===== src/rtl/cond_unit.sv =====
// -----------------------------------------------------------------------------
// cond_unit
//
// Flag-consuming end of the ALU interface in the execute stage. It holds the
// architectural NZCV register and evaluates the 4-bit ARM condition field
// against it. It gates the instruction's register, memory and PC side effects,
// and registers the gated controls plus the ALU result into the next stage.
//
// Ports
//   clk           rising-edge clock
//   reset         asynchronous, active-high; clears flags and pipeline state
//   in_valid      execute-stage instruction valid
//   stall         hold all state (flags and pipeline register)
//   flush         kill the current instruction; overrides stall
//   cond          ARM condition field
//   flag_w        [1] write N,Z  [0] write C,V
//   alu_result    ALU result (N bits)
//   cv_flags      {C,V} produced by the ALU
//   reg_write_in  decoded register write
//   mem_write_in  decoded memory write
//   pc_src_in     decoded PC write / branch
//   carry         stored C flag, fed back to the ALU carry input
//   flags         architectural {N,Z,C,V}
//   cond_ex       condition result against the current (pre-update) flags
//   out_valid     registered stage-output valid
//   reg_write     registered, gated register write
//   mem_write     registered, gated memory write
//   pc_src        registered, gated PC write
//   result_q      registered ALU result
// -----------------------------------------------------------------------------
module cond_unit #(
    parameter int N = 32
) (
    input  logic         clk,
    input  logic         reset,
    input  logic         in_valid,
    input  logic         stall,
    input  logic         flush,
    input  logic [3:0]   cond,
    input  logic [1:0]   flag_w,
    input  logic [N-1:0] alu_result,
    input  logic [1:0]   cv_flags,
    input  logic         reg_write_in,
    input  logic         mem_write_in,
    input  logic         pc_src_in,
    output logic         carry,
    output logic [3:0]   flags,
    output logic         cond_ex,
    output logic         out_valid,
    output logic         reg_write,
    output logic         mem_write,
    output logic         pc_src,
    output logic [N-1:0] result_q
);

    // Bit positions inside the {N,Z,C,V} register.
    localparam int FN = 3;
    localparam int FZ = 2;
    localparam int FC = 1;
    localparam int FV = 0;

    // Evaluate an ARM condition code against a flag set. Code 4'b1111 is
    // treated as "never".
    function automatic logic eval_cond(input logic [3:0] c, input logic [3:0] f);
        logic n, z, cy, v;
        logic res;
        n  = f[FN];
        z  = f[FZ];
        cy = f[FC];
        v  = f[FV];
        case (c)
            4'b0000: res = z;
            4'b0001: res = ~z;
            4'b0010: res = cy;
            4'b0011: res = ~cy;
            4'b0100: res = n;
            4'b0101: res = ~n;
            4'b0110: res = v;
            4'b0111: res = ~v;
            4'b1000: res = cy & ~z;
            4'b1001: res = ~cy | z;
            4'b1010: res = (n == v);
            4'b1011: res = (n != v);
            4'b1100: res = ~z & (n == v);
            4'b1101: res = z | (n != v);
            4'b1110: res = 1'b1;
            default: res = 1'b0;
        endcase
        return res;
    endfunction

    // Build the candidate {N,Z,C,V} from the ALU outputs.
    function automatic logic [3:0] derive_flags(input logic [N-1:0] r,
                                                input logic [1:0]   cv);
        logic [3:0] nf;
        nf[FN] = r[N-1];
        nf[FZ] = (r == '0);
        nf[FC] = cv[1];
        nf[FV] = cv[0];
        return nf;
    endfunction

    logic [3:0]   flags_q,     flags_d;
    logic         out_valid_q, out_valid_d;
    logic         reg_write_q, reg_write_d;
    logic         mem_write_q, mem_write_d;
    logic         pc_src_q,    pc_src_d;
    logic [N-1:0] result_q_q,  result_q_d;

    logic         fire;
    logic         cond_pass;
    logic         advance;
    logic [3:0]   new_flags;

    assign cond_pass = eval_cond(cond, flags_q);
    assign new_flags = derive_flags(alu_result, cv_flags);
    assign fire      = in_valid & ~stall & ~flush;
    // The pipeline register moves on any non-stalled cycle; a flush also
    // moves it (to a bubble) even while stalled, since flush wins over stall.
    assign advance   = ~stall | flush;

    // Next-state: flag register. Each half writes independently and only
    // when the instruction actually fires and its condition passes.
    always_comb begin
        flags_d = flags_q;
        if (fire && cond_pass) begin
            if (flag_w[1]) begin
                flags_d[FN] = new_flags[FN];
                flags_d[FZ] = new_flags[FZ];
            end
            if (flag_w[0]) begin
                flags_d[FC] = new_flags[FC];
                flags_d[FV] = new_flags[FV];
            end
        end
    end

    // Next-state: pipeline register. A bubble or flush clears valid and the
    // controls but leaves result_q untouched; a stall holds everything.
    always_comb begin
        out_valid_d = out_valid_q;
        reg_write_d = reg_write_q;
        mem_write_d = mem_write_q;
        pc_src_d    = pc_src_q;
        result_q_d  = result_q_q;
        if (fire) begin
            out_valid_d = 1'b1;
            reg_write_d = reg_write_in & cond_pass;
            mem_write_d = mem_write_in & cond_pass;
            pc_src_d    = pc_src_in    & cond_pass;
            result_q_d  = alu_result;
        end else if (advance) begin
            out_valid_d = 1'b0;
            reg_write_d = 1'b0;
            mem_write_d = 1'b0;
            pc_src_d    = 1'b0;
        end
    end

    always_ff @(posedge clk or posedge reset) begin
        if (reset) begin
            flags_q     <= 4'b0000;
            out_valid_q <= 1'b0;
            reg_write_q <= 1'b0;
            mem_write_q <= 1'b0;
            pc_src_q    <= 1'b0;
            result_q_q  <= '0;
        end else begin
            flags_q     <= flags_d;
            out_valid_q <= out_valid_d;
            reg_write_q <= reg_write_d;
            mem_write_q <= mem_write_d;
            pc_src_q    <= pc_src_d;
            result_q_q  <= result_q_d;
        end
    end

    assign flags     = flags_q;
    assign carry     = flags_q[FC];
    assign cond_ex   = cond_pass;
    assign out_valid = out_valid_q;
    assign reg_write = reg_write_q;
    assign mem_write = mem_write_q;
    assign pc_src    = pc_src_q;
    assign result_q  = result_q_q;

endmodule


===== config.mk =====
export PLATFORM = sky130hd
export DESIGN_NAME = cond_unit
export DESIGN_NICKNAME = d
export VERILOG_FILES = /design/src/rtl/cond_unit.sv
export SDC_FILE = /design/constraint.sdc
export NUM_CORES = 1
export LEC_CHECK = 0
export CAP_MARGIN = 20
export CORE_ASPECT_RATIO = 1.5
export CORE_MARGIN = 3
export CORE_UTILIZATION = 40
export CTS_CLUSTER_SIZE = 24
export DETAILED_ROUTE_END_ITERATION = 8
export GPL_TIMING_DRIVEN = 1
export PLACE_DENSITY = 0.8
export SYNTH_ARGS = -nofsm -noshare
export SYNTH_HDL_FRONTEND = slang
export SYNTH_SLANG_ARGS = --single-unit
export TNS_END_PERCENT = 20

===== constraint.sdc =====
create_clock -name clk -period 2.2 [get_ports clk]
set_input_delay 0.44 -clock clk [delete_from_list [all_inputs] [get_ports clk]]
set_output_delay 0.44 -clock clk [all_outputs]
set_load 0.1 [all_outputs]

### After elaboration in Yosys (flattened, before gate mapping)

Cells that the tools add are included.

| storage, ports and cells | value |
|---|---|
| bits in registers | 40 |
| output and inout port bits | 42 |
| logic and storage cells | 51 |

| operators by class | value |
|---|---|
| equal/unequal tests | 16 |
| multiplexer cells | 6 |
| bitwise operators | 16 |
| reductions and logical operators | 6 |

Operator list:

| cell | count |
|---|---|
| 32-bit logical NOT | 1 |
| 4-bit == test, second input constant | 7 |
| 4-bit by 3-bit == test with 1-bit output, second input constant | 4 |
| 1-bit case mux with 15 select lines | 1 |
| 4-bit by 2-bit == test with 1-bit output, second input constant | 2 |
| 1-bit AND | 7 |
| 1-bit NOT | 6 |
| 1-bit 2-to-1 mux | 5 |
| 4-bit by 1-bit == test with 1-bit output, second input constant | 1 |
| 4-bit logical NOT | 1 |
| 2-bit AND reduction | 2 |
| 1-bit OR | 3 |
| 2-bit nonzero test | 1 |
| 1-bit == test | 1 |
| 1-bit logical AND | 1 |
| 1-bit != test | 1 |

### Logic depth before layout (Yosys ltp)

Gate-level depths: netlist (run 1).

| depth | value |
|---|---|
| depth in word-level cells | 5 |
| mapped depth | 7 |
| depth with buffers taken out | 6 |

### Worst setup path after synthesis (run 1)

No wires, ideal clock.

| path | value |
|---|---|
| kind | register to output |
| start | register flags_q[3] (netlist: flags[3]) |
| end | output port cond_ex |
| data arrival time | 2.423 ns |
| required time | 1.760 ns |
| setup slack | -0.663 ns |
| cell stages (with the launch flop) | 7 |
| path buffers | 1 |
| cells stage by stage | dfrtp_1 clkbuf_1 nor2_1 o21ai_0 a21boi_1 o32ai_2 nand2_1 |

| between the ends | value |
|---|---|
| longest elaborated chain between the ends | 3 |

Ends and longest elaborated chain:

| what | line | text |
|---|---|---|
| start: declaration | 103 | `logic [3:0] flags_q, flags_d;` |
| start signal: assignment | 169 | `flags_q <= flags_d;` |
| 1-bit != test / 1-bit == test (equally long branches) | n/a |  |
| 1-bit OR / 1-bit AND (equally long branches) | 85, 84 |  |
| 1-bit case mux with 15 select lines * | 71 | `case (c)` |
| end: declaration | 48 | `output logic cond_ex,` |

Every way passes the cells marked *; elsewhere a longest branch is shown, timed or not.

### Worst setup path in the final report (run 1)

| path | value |
|---|---|
| start | register flags_q[2] (netlist: flags[2]) |
| end | output port cond_ex |

| between the ends | value |
|---|---|
| longest elaborated chain between the ends | 3 |

Ends and longest elaborated chain:

| what | line |
|---|---|
| 1-bit NOT | 73, 80, 84 |
| 1-bit AND (on tied branches) | 84, 80 |
| 1-bit case mux with 15 select lines * | 71 |

Marked as above.

==> impl_metrics.env, run 1 <==
export IMPL_status="finished with violations"
export IMPL_failed_checks="negative setup slack"
export IMPL_fin_nets=283
export IMPL_setup_violations=1
export IMPL_gr_max_usage_layer="met2"
export IMPL_wl_per_cell_um=16.33
export IMPL_p_leak_nw=1.244
export IMPL_min_period_ps=2271
export IMPL_grt_use_met1=0.2086
export IMPL_fin_cells=282
export IMPL_h_tree_depth=2
export IMPL_synth_top_area_share=0.5598
export IMPL_layout_common_cells="50 x buf_4, 43 x clkdlybuf4s50_1, 36 x mux2_2, 36 x dfrtp_1, 8 x nor4_1"
export IMPL_power_density_nw_per_um2=1151
export IMPL_antenna_found_initial=0
export IMPL_arrival_ps=1830
export IMPL_clk_latency_ps=290
export IMPL_gp_congestion=0.8735
export IMPL_post_place_cells=270
export IMPL_min_period_over_period=1.032
export IMPL_n_antenna_cell=0
export IMPL_yosysTopAreaCell="dfrtp_1"
export IMPL_grtUsageTotal=0.1805
export IMPL_via_count=1506
export IMPL_synth_cell_types=31
export IMPL_cts_buffers=5
export IMPL_setup_slack_ps=-71.49
export IMPL_worstSetupStartpointType="register"
export IMPL_slew_viol_final=0
export IMPL_wl_um=4604
export IMPL_yosys_warnings=0
export IMPL_finClkSkew_ps=3.807
export IMPL_hold_violations=0
export IMPL_area_growth_pct=60.46
export IMPL_max_freq_mhz=440.2
export IMPL_synth_cells=136
export IMPL_finalPower_mw=3.302
export IMPL_grt_start_max_net_pins=41
export IMPL_clk_pin_slew_ps=70
export IMPL_path_cells="and2b_1 > o211ai_1 > a21boi_1 > o32ai_2 > buf_4 > nand2_4 > buf_12"
export IMPL_design_portCount=90
export IMPL_die_w_um=60.59
export IMPL_post_dp_cell_area_um2=2681
export IMPL_hpwl_um=3502
export IMPL_critPathBufInv=2
export IMPL_cp_required_ps=1760
export IMPL_final_common_cell="buf_4"
export IMPL_path_delay_family="compound AO/OA/AOI/OAI gates"
export IMPL_grt_overflow_total=0
export IMPL_drt_iter0_markers=53
export IMPL_clock_path_buffers=2
export IMPL_io_buffers=89
export IMPL_start_util=0.4176
export IMPL_max_cap_violations=0
export IMPL_grt_use_met3=0.03835
export IMPL_ys_top_cells_by_area="dfrtp_1 56%, mux2_2 23%, nor4_1 2.8%"
export IMPL_rsz0062_at_grt="true"
export IMPL_cts_root_buf="clkbuf_8"
export IMPL_tritoncts="yes"
export IMPL_synth_avg_cell_area_um2=13.15
export IMPL_first_global_vias=1539
export IMPL_coreArea_um2=4282
export IMPL_end_kind="output pin"
export IMPL_ant_nets=0
export IMPL_worst_pin_slew_ps=505.3
export IMPL_cpPeakStageDelay_ps=460
export IMPL_fin_area_um2=2869
export IMPL_setup_worst_path_class="reg -> out"
export IMPL_synth_cell_area_um2=1788
export IMPL_holdCritPathClass="reg -> reg"
export IMPL_crit_slowest_cell="dfrtp_4"
export IMPL_viasPerCell=5.340
export IMPL_drcViolationCount=0
export IMPL_dieArea_um2=5325
export IMPL_cts_hold_buf=0
export IMPL_ys_ff_latch=40
export IMPL_relSlewSlack=0.6631
export IMPL_drive_gt1_frac=0.4619
export IMPL_synth_nets=184
export IMPL_vdd_drop_max_v=0.0009448
export IMPL_dr_pass1_iters=4
export IMPL_rows=29
export IMPL_yosysSeqAreaShare=0.5598
export IMPL_cts_sinks=40
export IMPL_path_max_fanout=5
export IMPL_rrSetupSlack_ps=0
export IMPL_grtUsageMet2=0.3057
export IMPL_die_h_um=87.88
export IMPL_grt_pass1_wl_um=7231
synth_stat cells, drive strengths merged:
| cell | number |
|---|---|
| xnor2 | 1 |
| dfrtp | 40 |
| o31ai | 1 |
| nor3b | 2 |
| nor2b | 3 |
| o21ai | 1 |
| a31oi | 1 |
| nand4 | 2 |
| nor2 | 4 |
| nand2b | 3 |
| nor4 | 8 |
| clkbuf | 2 |
| nor3 | 1 |
| and2b | 1 |
| o211ai | 1 |
| xor2 | 1 |
| a21boi | 2 |
| a211oi | 1 |
| o221ai | 1 |
| inv | 1 |
| mux2i | 2 |
| buf | 6 |
| or3 | 1 |
| mux2 | 36 |
| a32oi | 1 |
| o32ai | 1 |
| a22o | 3 |
| nand2 | 4 |
| a21oi | 5 |
sequential cells by signal, indices dropped and copies added, names as in the netlist:
| name | cells |
|---|---|
| mem_write | 1 |
| pc_src | 1 |
| out_valid | 1 |
| reg_write | 1 |
| flags | 4 |
| result_q | 32 |
power by group:
part / total, mW / internal, mW / switching (mW)
registers: 0.975 / 0.877 / 0.0985
clock network: 0.621 / 0.371 / 0.250
logic: 1.71 / 0.434 / 1.27
total: 3.30 / 1.68 / 1.62
layout make-up:
class                      count  area (um^2)
clock buffer                   6        82.58
clock inverter                 2        38.79
fill                         364         1413
inverter                       1        3.754
multi-input combinational     87        778.2
sequential                    40         1013
tap                           46        57.56
timing repair buffer         100        894.6
final timing paths:
| check | from | end | cells past startpoint |
|---|---|---|---|
| setup reg to reg | flags[2]$_DFFE_PP0P_ | flags[1]$_DFFE_PP0P_ | 9 |
| hold / removal | result_q[5]$_DFFE_PP0P_ | result_q[5]$_DFFE_PP0P_ | 1 |
| setup / recovery | flags[2]$_DFFE_PP0P_ | cond_ex | 7 |
| hold reg to reg | result_q[5]$_DFFE_PP0P_ | result_q[5]$_DFFE_PP0P_ | 1 |
| min in group asynchronous | reset | result_q[5]$_DFFE_PP0P_ | 3 |
| max in group asynchronous | reset | flags[3]$_DFFE_PP0P_ | 3 |
what timing repair did:
item	4_1_cts	5_1_grt
endpoints found under the setup margin	5	6
buffers inserted	4	0
gates resized for setup	12	0
pin swaps	3	0
worst reg2reg max path, cell delays in order (launching register included):
cell	delay [ps]
dfrtp_4	520
and2b_1	220
o211ai_1	90
a21boi_1	180
o32ai_2	100
buf_4	150
buf_4	120
buf_4	120
a21oi_1	220
mux2_2	360
cells by family after synthesis:
family / count (synthesis) / synth area share
DFF: 40 / 0.5598
muxes: 38 / 0.2379
and+or+nand+nor: 29 / 0.09167
AOI/OAI and AO/OA: 18 / 0.07489
buffers and inverters: 9 / 0.02589
xor gates and xnor gates: 2 / 0.009799
metal layers:
metal  vias up  part of all wire  wire length (um)
met1       731              0.36              1662
met4         0             0.032               146
met3        12             0.063               290
met2        62              0.54              2505
li1        701                 -                 -
met5         -                 0                 0
through the flow:
step | hold slack [ps] | setup TNS (ps) | worst slack (ps) | util
CTS | 514.4 | -65.34 | -65.34 | 0.6701
floorplan | 503.1 | 0 | 31.18 | -
detailed placement | 496.3 | -2557 | -390.3 | 0.6262
finish | 509.5 | -71.49 | -71.49 | 0.6701
global route | 529.8 | -500.8 | -198.0 | 0.6701
global placement | 491.2 | -2262 | -352.9 | 0.6262
(Power assumes the default switching activity.)
==> run 2, diff against run 1 <==
--- a/config.mk
+++ b/config.mk
@@ -13,6 +13,7 @@
 export DETAILED_ROUTE_END_ITERATION = 8
 export GPL_TIMING_DRIVEN = 1
 export PLACE_DENSITY = 0.8
+export SLEW_MARGIN = 20
 export SYNTH_ARGS = -nofsm -noshare
 export SYNTH_HDL_FRONTEND = slang
 export SYNTH_SLANG_ARGS = --single-unit
==> results of run 2 <==
No change in the layout: final DEF, timing and power equal those of run 1.
